==> src/rtl/column_readout_pkg.sv <==
// Shared types and constants for the column readout controller.
// TS_GRAY_EN (optional macro): Gray-coded TS broadcast and LE/TE decode.
package column_readout_pkg;

    typedef enum logic [2:0] {
        ST_IDLE = 3'd0,
        ST_FRZ  = 3'd1,
        ST_RD   = 3'd2,
        ST_SMP  = 3'd3,
        ST_CLR  = 3'd4,
        ST_CHK  = 3'd5
    } state_e;

    typedef struct packed {
        logic [7:0] addr;
        logic [7:0] le;
        logic [7:0] te;
        logic [7:0] tot;
    } hit_word_t;

    localparam int CHK_WAIT = 2;
    localparam int WORD_W   = $bits(hit_word_t);

    function automatic logic [7:0] bin2gray(input logic [7:0] b);
        return b ^ (b >> 1);
    endfunction

    function automatic logic [7:0] gray2bin(input logic [7:0] g);
        logic [7:0] b;
        b[7] = g[7];
        for (int i = 6; i >= 0; i--) begin
            b[i] = b[i+1] ^ g[i];
        end
        return b;
    endfunction

endpackage

==> src/rtl/hit_fifo.sv <==
// First-word-fall-through FIFO for hit words.
// Output reads zero while empty so nothing stale leaks after reset.
module hit_fifo #(
    parameter int DEPTH = 4,
    parameter int WIDTH = 32
) (
    input  logic             clk,
    input  logic             rst,
    input  logic             push,
    input  logic             pop,
    input  logic [WIDTH-1:0] wdata,
    output logic [WIDTH-1:0] rdata,
    output logic             full,
    output logic             empty
);

    localparam int AW = $clog2(DEPTH);

    logic [WIDTH-1:0] mem [DEPTH];
    logic [AW:0]      wr_ptr;
    logic [AW:0]      rd_ptr;
    logic             do_push;
    logic             do_pop;

    assign empty   = (wr_ptr == rd_ptr);
    assign full    = (wr_ptr[AW] != rd_ptr[AW]) &&
                     (wr_ptr[AW-1:0] == rd_ptr[AW-1:0]);
    assign do_push = push & ~full;
    assign do_pop  = pop & ~empty;
    assign rdata   = empty ? '0 : mem[rd_ptr[AW-1:0]];

    // Pointer update; push and pop may both fire on one edge.
    always_ff @(posedge clk or posedge rst) begin
        if (rst) begin
            wr_ptr <= '0;
            rd_ptr <= '0;
        end else begin
            if (do_push) wr_ptr <= wr_ptr + 1'b1;
            if (do_pop)  rd_ptr <= rd_ptr + 1'b1;
        end
    end

    // Storage write; contents are don't-care until pointers cover them.
    always_ff @(posedge clk) begin
        if (do_push) mem[wr_ptr[AW-1:0]] <= wdata;
    end

endmodule

==> src/rtl/column_readout_ctrl.sv <==
// Column readout controller: freeze, read, sample, queue hit words.
// TS_GRAY_EN (optional macro): Gray TS output, Gray-decoded LE/TE.
module column_readout_ctrl
    import column_readout_pkg::*;
#(
    parameter int READ_WAIT  = 2,
    parameter int FIFO_DEPTH = 4
) (
    input  logic        CLK,
    input  logic        RST,
    input  logic        HB,
    input  logic [7:0]  ADDR_OUT_B,
    input  logic [7:0]  TS_LE_B,
    input  logic [7:0]  TS_TE_B,
    output logic [7:0]  TS,
    output logic        FREEZE,
    output logic        READ,
    output logic [31:0] DATA_OUT,
    output logic        DATA_VALID,
    input  logic        DATA_READY
);

    localparam logic [2:0] IDLE = ST_IDLE;
    localparam logic [2:0] FRZ  = ST_FRZ;
    localparam logic [2:0] RD   = ST_RD;
    localparam logic [2:0] SMP  = ST_SMP;
    localparam logic [2:0] CLR  = ST_CLR;
    localparam logic [2:0] CHK  = ST_CHK;

    localparam logic [3:0] RD_LAST  = 4'(READ_WAIT - 1);
    localparam logic [3:0] CHK_LAST = 4'(CHK_WAIT - 1);

    logic [2:0]  state;
    logic [3:0]  wcnt;
    logic [7:0]  ts_cnt;
    logic        hb_s1;
    logic        hb_s2;
    logic        hit_pending;
    logic        fifo_full;
    logic        fifo_empty;
    logic        push;
    logic [7:0]  le_v;
    logic [7:0]  te_v;
    hit_word_t   hit_word;

    assign hit_pending = ~hb_s2;

    // Free-running timestamp counter.
    always_ff @(posedge CLK or posedge RST) begin
        if (RST) ts_cnt <= '0;
        else     ts_cnt <= ts_cnt + 8'd1;
    end

`ifdef TS_GRAY_EN
    assign TS   = bin2gray(ts_cnt);
    assign le_v = gray2bin(~TS_LE_B);
    assign te_v = gray2bin(~TS_TE_B);
`else
    assign TS   = ts_cnt;
    assign le_v = ~TS_LE_B;
    assign te_v = ~TS_TE_B;
`endif

    // Two-flop synchronizer for the asynchronous hit bus; idles high.
    always_ff @(posedge CLK or posedge RST) begin
        if (RST) begin
            hb_s1 <= 1'b1;
            hb_s2 <= 1'b1;
        end else begin
            hb_s1 <= HB;
            hb_s2 <= hb_s1;
        end
    end

    // Assemble the hit word from the inverted pixel buses.
    always_comb begin
        hit_word      = '0;
        hit_word.addr = ~ADDR_OUT_B;
        hit_word.le   = le_v;
        hit_word.te   = te_v;
        hit_word.tot  = te_v - le_v;
    end

    // Readout sequencer; wcnt times the RD and CHK dwell periods.
    always_ff @(posedge CLK or posedge RST) begin
        if (RST) begin
            state <= IDLE;
            wcnt  <= '0;
        end else begin
            case (state)
                IDLE: begin
                    if (hit_pending) state <= FRZ;
                end
                FRZ: begin
                    state <= RD;
                    wcnt  <= '0;
                end
                RD: begin
                    if (wcnt == RD_LAST) begin
                        state <= SMP;
                        wcnt  <= '0;
                    end else begin
                        wcnt <= wcnt + 4'd1;
                    end
                end
                SMP: begin
                    if (!fifo_full) state <= CLR;
                end
                CLR: begin
                    state <= CHK;
                    wcnt  <= '0;
                end
                CHK: begin
                    if (wcnt == CHK_LAST) begin
                        wcnt  <= '0;
                        state <= hit_pending ? RD : IDLE;
                    end else begin
                        wcnt <= wcnt + 4'd1;
                    end
                end
                default: begin
                    state <= IDLE;
                    wcnt  <= '0;
                end
            endcase
        end
    end

    assign FREEZE     = (state != IDLE);
    assign READ       = (state == RD) || (state == SMP);
    assign push       = (state == SMP) && !fifo_full;
    assign DATA_VALID = ~fifo_empty;

    hit_fifo #(
        .DEPTH (FIFO_DEPTH),
        .WIDTH (WORD_W)
    ) u_fifo (
        .clk   (CLK),
        .rst   (RST),
        .push  (push),
        .pop   (DATA_READY),
        .wdata (hit_word),
        .rdata (DATA_OUT),
        .full  (fifo_full),
        .empty (fifo_empty)
    );

endmodule

==> config.mk <==
export PLATFORM = sky130hd
export DESIGN_NAME = column_readout_ctrl
export DESIGN_NICKNAME = d
export VERILOG_FILES = /design/src/rtl/column_readout_pkg.sv /design/src/rtl/hit_fifo.sv /design/src/rtl/column_readout_ctrl.sv
export SDC_FILE = /design/constraint.sdc
export NUM_CORES = 1
export LEC_CHECK = 0
export CORE_AREA = 5 5 107 150
export CTS_CLUSTER_SIZE = 10
export DETAILED_ROUTE_END_ITERATION = 8
export DIE_AREA = 0 0 112 155
export HOLD_SLACK_MARGIN = 0.05
export PLACE_DENSITY = 0.65
export SYNTH_ARGS = -nofsm -noshare
export SYNTH_HDL_FRONTEND = slang
export SYNTH_SLANG_ARGS = --single-unit
==> constraint.sdc <==
create_clock -name CLK -period 4.3 [get_ports CLK]
set_input_delay 0.43 -clock CLK [delete_from_list [all_inputs] [get_ports CLK]]
set_output_delay 0.43 -clock CLK [all_outputs]
set_load 0.03 [all_outputs]
# Word level (Yosys, flattened, before mapping)
# Memory sizes are Yosys's and may differ from the RTL's.
# Cells that the tools add are included.
# Widths: inputs -> output; s select.
# totals
memories	1
register_bits	23
romBits	0
ramBits	128
output_inout_bits	43
inputBits	28
latchBits	0
# op_classes
n_shift	0
addsub	5
n_bitwise	7
mul	0
n_div	0
n_eq_ne	13
n_lt_le_gt_ge	0
reduce_logical	9
muxes	11
# memory_table
memory	words	word_bits	rd	rd_clocked_by_memory_dff	wr	line	text
u_fifo.mem	4	32	1	0	1	hit_fifo.sv:19	logic [WIDTH-1:0] mem [DEPTH];
# op_table
op	count
$mux 32	1
$not 8->8	3
$pmux 3 s6	1
$mux 3	4
$add 8x1->8 const B	1
$ne 2x2->1 const B	4
$pmux 4 s2	1
$sub 8x8->8	1
$add 3x1->3 const B	2
$eq 3x2->1 const B	2
$eq 3x3->1 const B	2
$add 4x1->4 const B	1
$eq 4x1->1 const B	1
$mux 4	1
$reduce_and 4->1	1
$reduce_or 2->1	2
$eq 3x1->1 const B	1
$eq 3x3->1	1
$logic_not 3->1	1
$reduce_bool 3->1	1
$and 1x1->1	2
$eq 2x2->1	1
$logic_and 1x1->1	2
$mux 1	2
other kinds (5)	6

# Depth between registers and ports, before layout
# depth
ltp_word	7
ltp_mapped	8

# Cells and area by module
# Synthesis repeated with hierarchy kept, for this count alone.
# hier_totals
hier_cells	382
area_unflattened_um2	6527.5
# modules_own_cells
module	area_each_um2	cells_per_inst	seq_area_each_um2	n_inst
hit_fifo	5352.6	249	3993.8	1
column_readout_ctrl	1174.9	133	427.9	1

# Least setup slack after synthesis
# No wires, ideal clock.
# synth_timing
path_kind	flip-flop to flip-flop
startpoint	register u_fifo.rd_ptr[0]
endpoint	memory u_fifo.mem[3][0] (enable)
n_path_buf	1
path_stages_with_launch	5
required_ps	3906
slack_ps	2076
arrival_time_ps	1830
cell_sequence	dfrtp_1 buf_4 xnor2_2 a31oi_4 and2_1
# synth_between
elab_chain_cells	7
word_cells_on_any_way	8
# synth_rtl
item	line	text
from (decl)	hit_fifo.sv:21	logic [AW:0] rd_ptr;
from (signal assigned)	hit_fifo.sv:39	if (do_pop) rd_ptr <= rd_ptr + 1'b1;
$eq 2x2->1 (*)	hit_fifo.sv:27	(wr_ptr[AW-1:0] == rd_ptr[AW-1:0]);
$logic_and 1x1->1 (*)	hit_fifo.sv:26	assign full = (wr_ptr[AW] != rd_ptr[AW]) &&
$logic_not 1->1	column_readout_ctrl.sv:131	assign push = (state == SMP) && !fifo_full;
$logic_and 1x1->1	column_readout_ctrl.sv:131	
$and 1x1->1 (*)	hit_fifo.sv:28	assign do_push = push & ~full;
$mux 1 (*)	hit_fifo.sv:45	if (do_push) mem[wr_ptr[AW-1:0]] <= wdata;
$mux 1 (not written as such) (*)	hit_fifo.sv:45	
to (decl)	hit_fifo.sv:19	
# Mark *: on every way between the ends. The rest lies on a longest branch, timed or not.

# Worst setup path after layout
# layout_timing
startpoint	register u_fifo.rd_ptr[0]
endpoint	output DATA_OUT[19]
# layout_between
elab_chain_cells	2
word_cells_on_any_way	3
# layout_rtl
item	line	text
$mem_v2 4x32 or $eq 3x3->1 (tied branches)	n/a	
$mux 32 (*)	hit_fifo.sv:30	assign rdata = empty ? '0 : mem[rd_ptr[AW-1:0]];
to (decl)	column_readout_ctrl.sv:18	output logic [31:0] DATA_OUT,
# Marks and branches as above.

==> qor.yml <==
floorplanning:
  ios: 71
  coreArea_um2: 14700
  die_area_um2: 17400
  start_util: 0.437
  rows: 53
  die_h_um: 155
  fp.dieW_um: 112
clock_network:
  cts_tree: "yes"
  clk_pin_slew_ns: 0.06
  clkSinkCount: 151
  cts_root_buf: "clkbuf_16"
  cts_hold_buffers: 0
  cts.path.max_buffers: 2
  postCtsSetupBuffers: 0
  h-tree-depth: 4
  numCtsBuffers: 17
  clock_latency_ns: 0.41
  post_cts_resize_count: 0
synthesis:
  ys_async_sr_fraction: 0.152
  synth_edf_count: 128
  yosysMostFrequentCell: "edfxtp_1"
  yosys.area.top_type: "edfxtp_1"
  syn_avg_cell_area_um2: 17.5
  synth_seq_area_share: 0.691
  netlist_instances: 365
  ys_ff_latch: 151
  synth_top_area_frac: 0.601
  syn_nets: 409
  synth_commonest_cells: "edfxtp_1, and2_1, inv_1, mux4_2, dfrtp_1"
  synth_area_um2: 6400
  ys_types: 45
  synth-main-ff-cell: "edfxtp_1"
  synth_warnings: 0
  synth_area_leaders: "edfxtp_1, mux4_2, dfrtp_1, and2_1, ha_1"
worst_setup_path:
  crit_chain: "buf_4, mux4_2, and2_1, clkdlybuf4s50_1"
  crit_path_end_kind: "output pin"
  cp_data_required_time_ns: 3.87
  worst-path-max-fanout: 23
  worstSetupPathType: "reg2out"
  cp_slowest_cell: "dfrtp_2"
  crit_start: "u_fifo.rd_ptr[0]"
  rr_startpoint: "u_fifo.rd_ptr[0]"
  r2r_cells: 3
  cpPeakStageDelay_ns: 0.66
  critical_path_arrival_ns: 2.93
  critPathLaunchType: "flop"
cells_and_area:
  nNetsFinal: 486
  design_area_um2: 7880
  fin_util: 0.538
  filler_cell_count: 1182
  area_growth_pct: 23.2
  antennaDiodeCount: 0
  final_layout_size_suffix_gt1_frac: 0.182
placement:
  io_buffer_count: 70
  dpl_cell_area_um2: 7280
  hpwl_mm: 7.46
  routabilityCongestion: 0.741
sta:
  finalHoldViolCount: 0
  fin_skew_ns: 0.0106
  max_freq_mhz: 298
  timing.final.crit_period_ns: 3.36
  fin_crit_sh: 0.781
  tns_ns: 0
  tightest_slew_ns: 0.964
  report.final.slew_viol_count: 0
  slew_headroom: 0.358
  final-setup-viol-count: 0
  rsz0062_at_grt: "false"
routing:
  viasPerCell: 5.05
  drc_errors: 0
  wl_mm: 11.8
  wl_per_cell_um: 18.2
  firstDrtPassIters: 5
  dr.first_iter.drc_count: 116
  vias: 3266
  detail-route-antenna-nets: 0
global_routing:
  grt.total_usage: 0.143
  overflow: 0
  first_global_vias: 3611
  grt_max_degree: 36
  grt_pass1_wl_mm: 19.1
  antenna_found_initial: 0
outcome:
  status: "completed"
job:
  maxCapViolations: 0
pwr:
  ir_drop_uv: 387
  power.density_nw_per_um2: 740
  leakagePower_nw: 2.80
worst_hold_path:
  hp-class: "reg2reg"
  min_delay_path_depth: 0
  hp-start: "hb_s1"
==> cell usage in the layout, fill, tap and decap left out, types with 3 or more instances in the layout <==
cell	n
inv_1	32
o21ai_0	6
mux4_2	32
xor2_1	5
and2_2	4
clkinvlp_4	5
bufinv_16	3
inv_6	3
clkbuf_16	17
edfxtp_1	128
and2_1	32
nand3_1	6
ha_1	15
a21oi_1	4
dfrtp_1	19
xnor2_1	13
nand2_1	10
clkdlybuf4s50_1	70
nor2b_1	3
nor2_1	6
==> path summary, 6_finish.rpt <==
kind,end,slack (ns)
worst max-delay path,DATA_OUT[19],0.94
worst min-delay path,hb_s2,0.36
worst max register to register,u_fifo.mem[2][15],1.90
worst min register to register,hb_s2,0.36
max in group asynchronous,u_fifo.rd_ptr[1],3.15
min in group asynchronous,TS[7],0.52
==> logic make-up after synthesis <==
kind of cell    share of synthesized area
xor+xnor                           0.0323
compound gates                     0.0262
fa+ha+maj                          0.0325
simple gates                       0.0692
buf+inv                            0.0321
flops                               0.691
mux                                 0.117
==> flip-flops by register name, summed over array words and instances, names as in the netlist <==
register	flops
u_fifo.mem	128
TS	8
wcnt	4
state	3
u_fifo.rd_ptr	3
u_fifo.wr_ptr	3
hb_s1	1
hb_s2	1
==> report_power, final <==
part | internal, W | switching, W | leakage (nW)
clock | 0.000918 | 0.000574 | 0.277
combinational | 0.00109 | 0.00132 | 1.09
sequential | 0.00180 | 0.000132 | 1.44
==> critical path: cells and delay by family, from the launching register on <==
kind,cells,cell delay [ns]
buffers and inverters,2,1.11
flip-flops,1,0.66
multiplexers,1,0.57
AND/OR/NAND/NOR,1,0.17
==> metal layers <==
layer | track usage | share of wire | wire, um | up-vias
met3 | 0.0315 | 0.028 | 330 | 9
met1 | 0.171 | 0.43 | 5010 | 1684
li1 | - | - | - | 1515
met2 | 0.255 | 0.53 | 6290 | 58
met4 | 0.0498 | 0.012 | 142 | 0
met5 | 0 | 0 | 0 | -
==> through the flow <==
stage / power (W) / cells / hold WS, ns / setup WS [ns]
after floorplan: 0.00359 / 365 / 0.345 / 2.08
after global placement: 0.00439 / 615 / 0.349 / 1.31
after detailed placement: 0.00442 / 615 / 0.354 / 1.30
after CTS: 0.00593 / 647 / 0.362 / 0.833
after global routing: 0.00612 / 647 / 0.364 / 0.729
final: 0.00584 / 647 / 0.363 / 0.941
==> layout make-up <==
| class | count | area (um^2) | area share |
|---|---|---|---|
| repair buffers | 72 | 716 | 0.0908 |
| clock inverters | 14 | 175 | 0.0222 |
| multi-input cells | 168 | 1780 | 0.225 |
| clock buffers | 18 | 429 | 0.0545 |
| flip-flops and latches | 151 | 4420 | 0.561 |
| well taps | 192 | 240 | 0.0305 |
| inverters | 32 | 120 | 0.0152 |
Note: power is estimated with default switching activity, not from simulation.
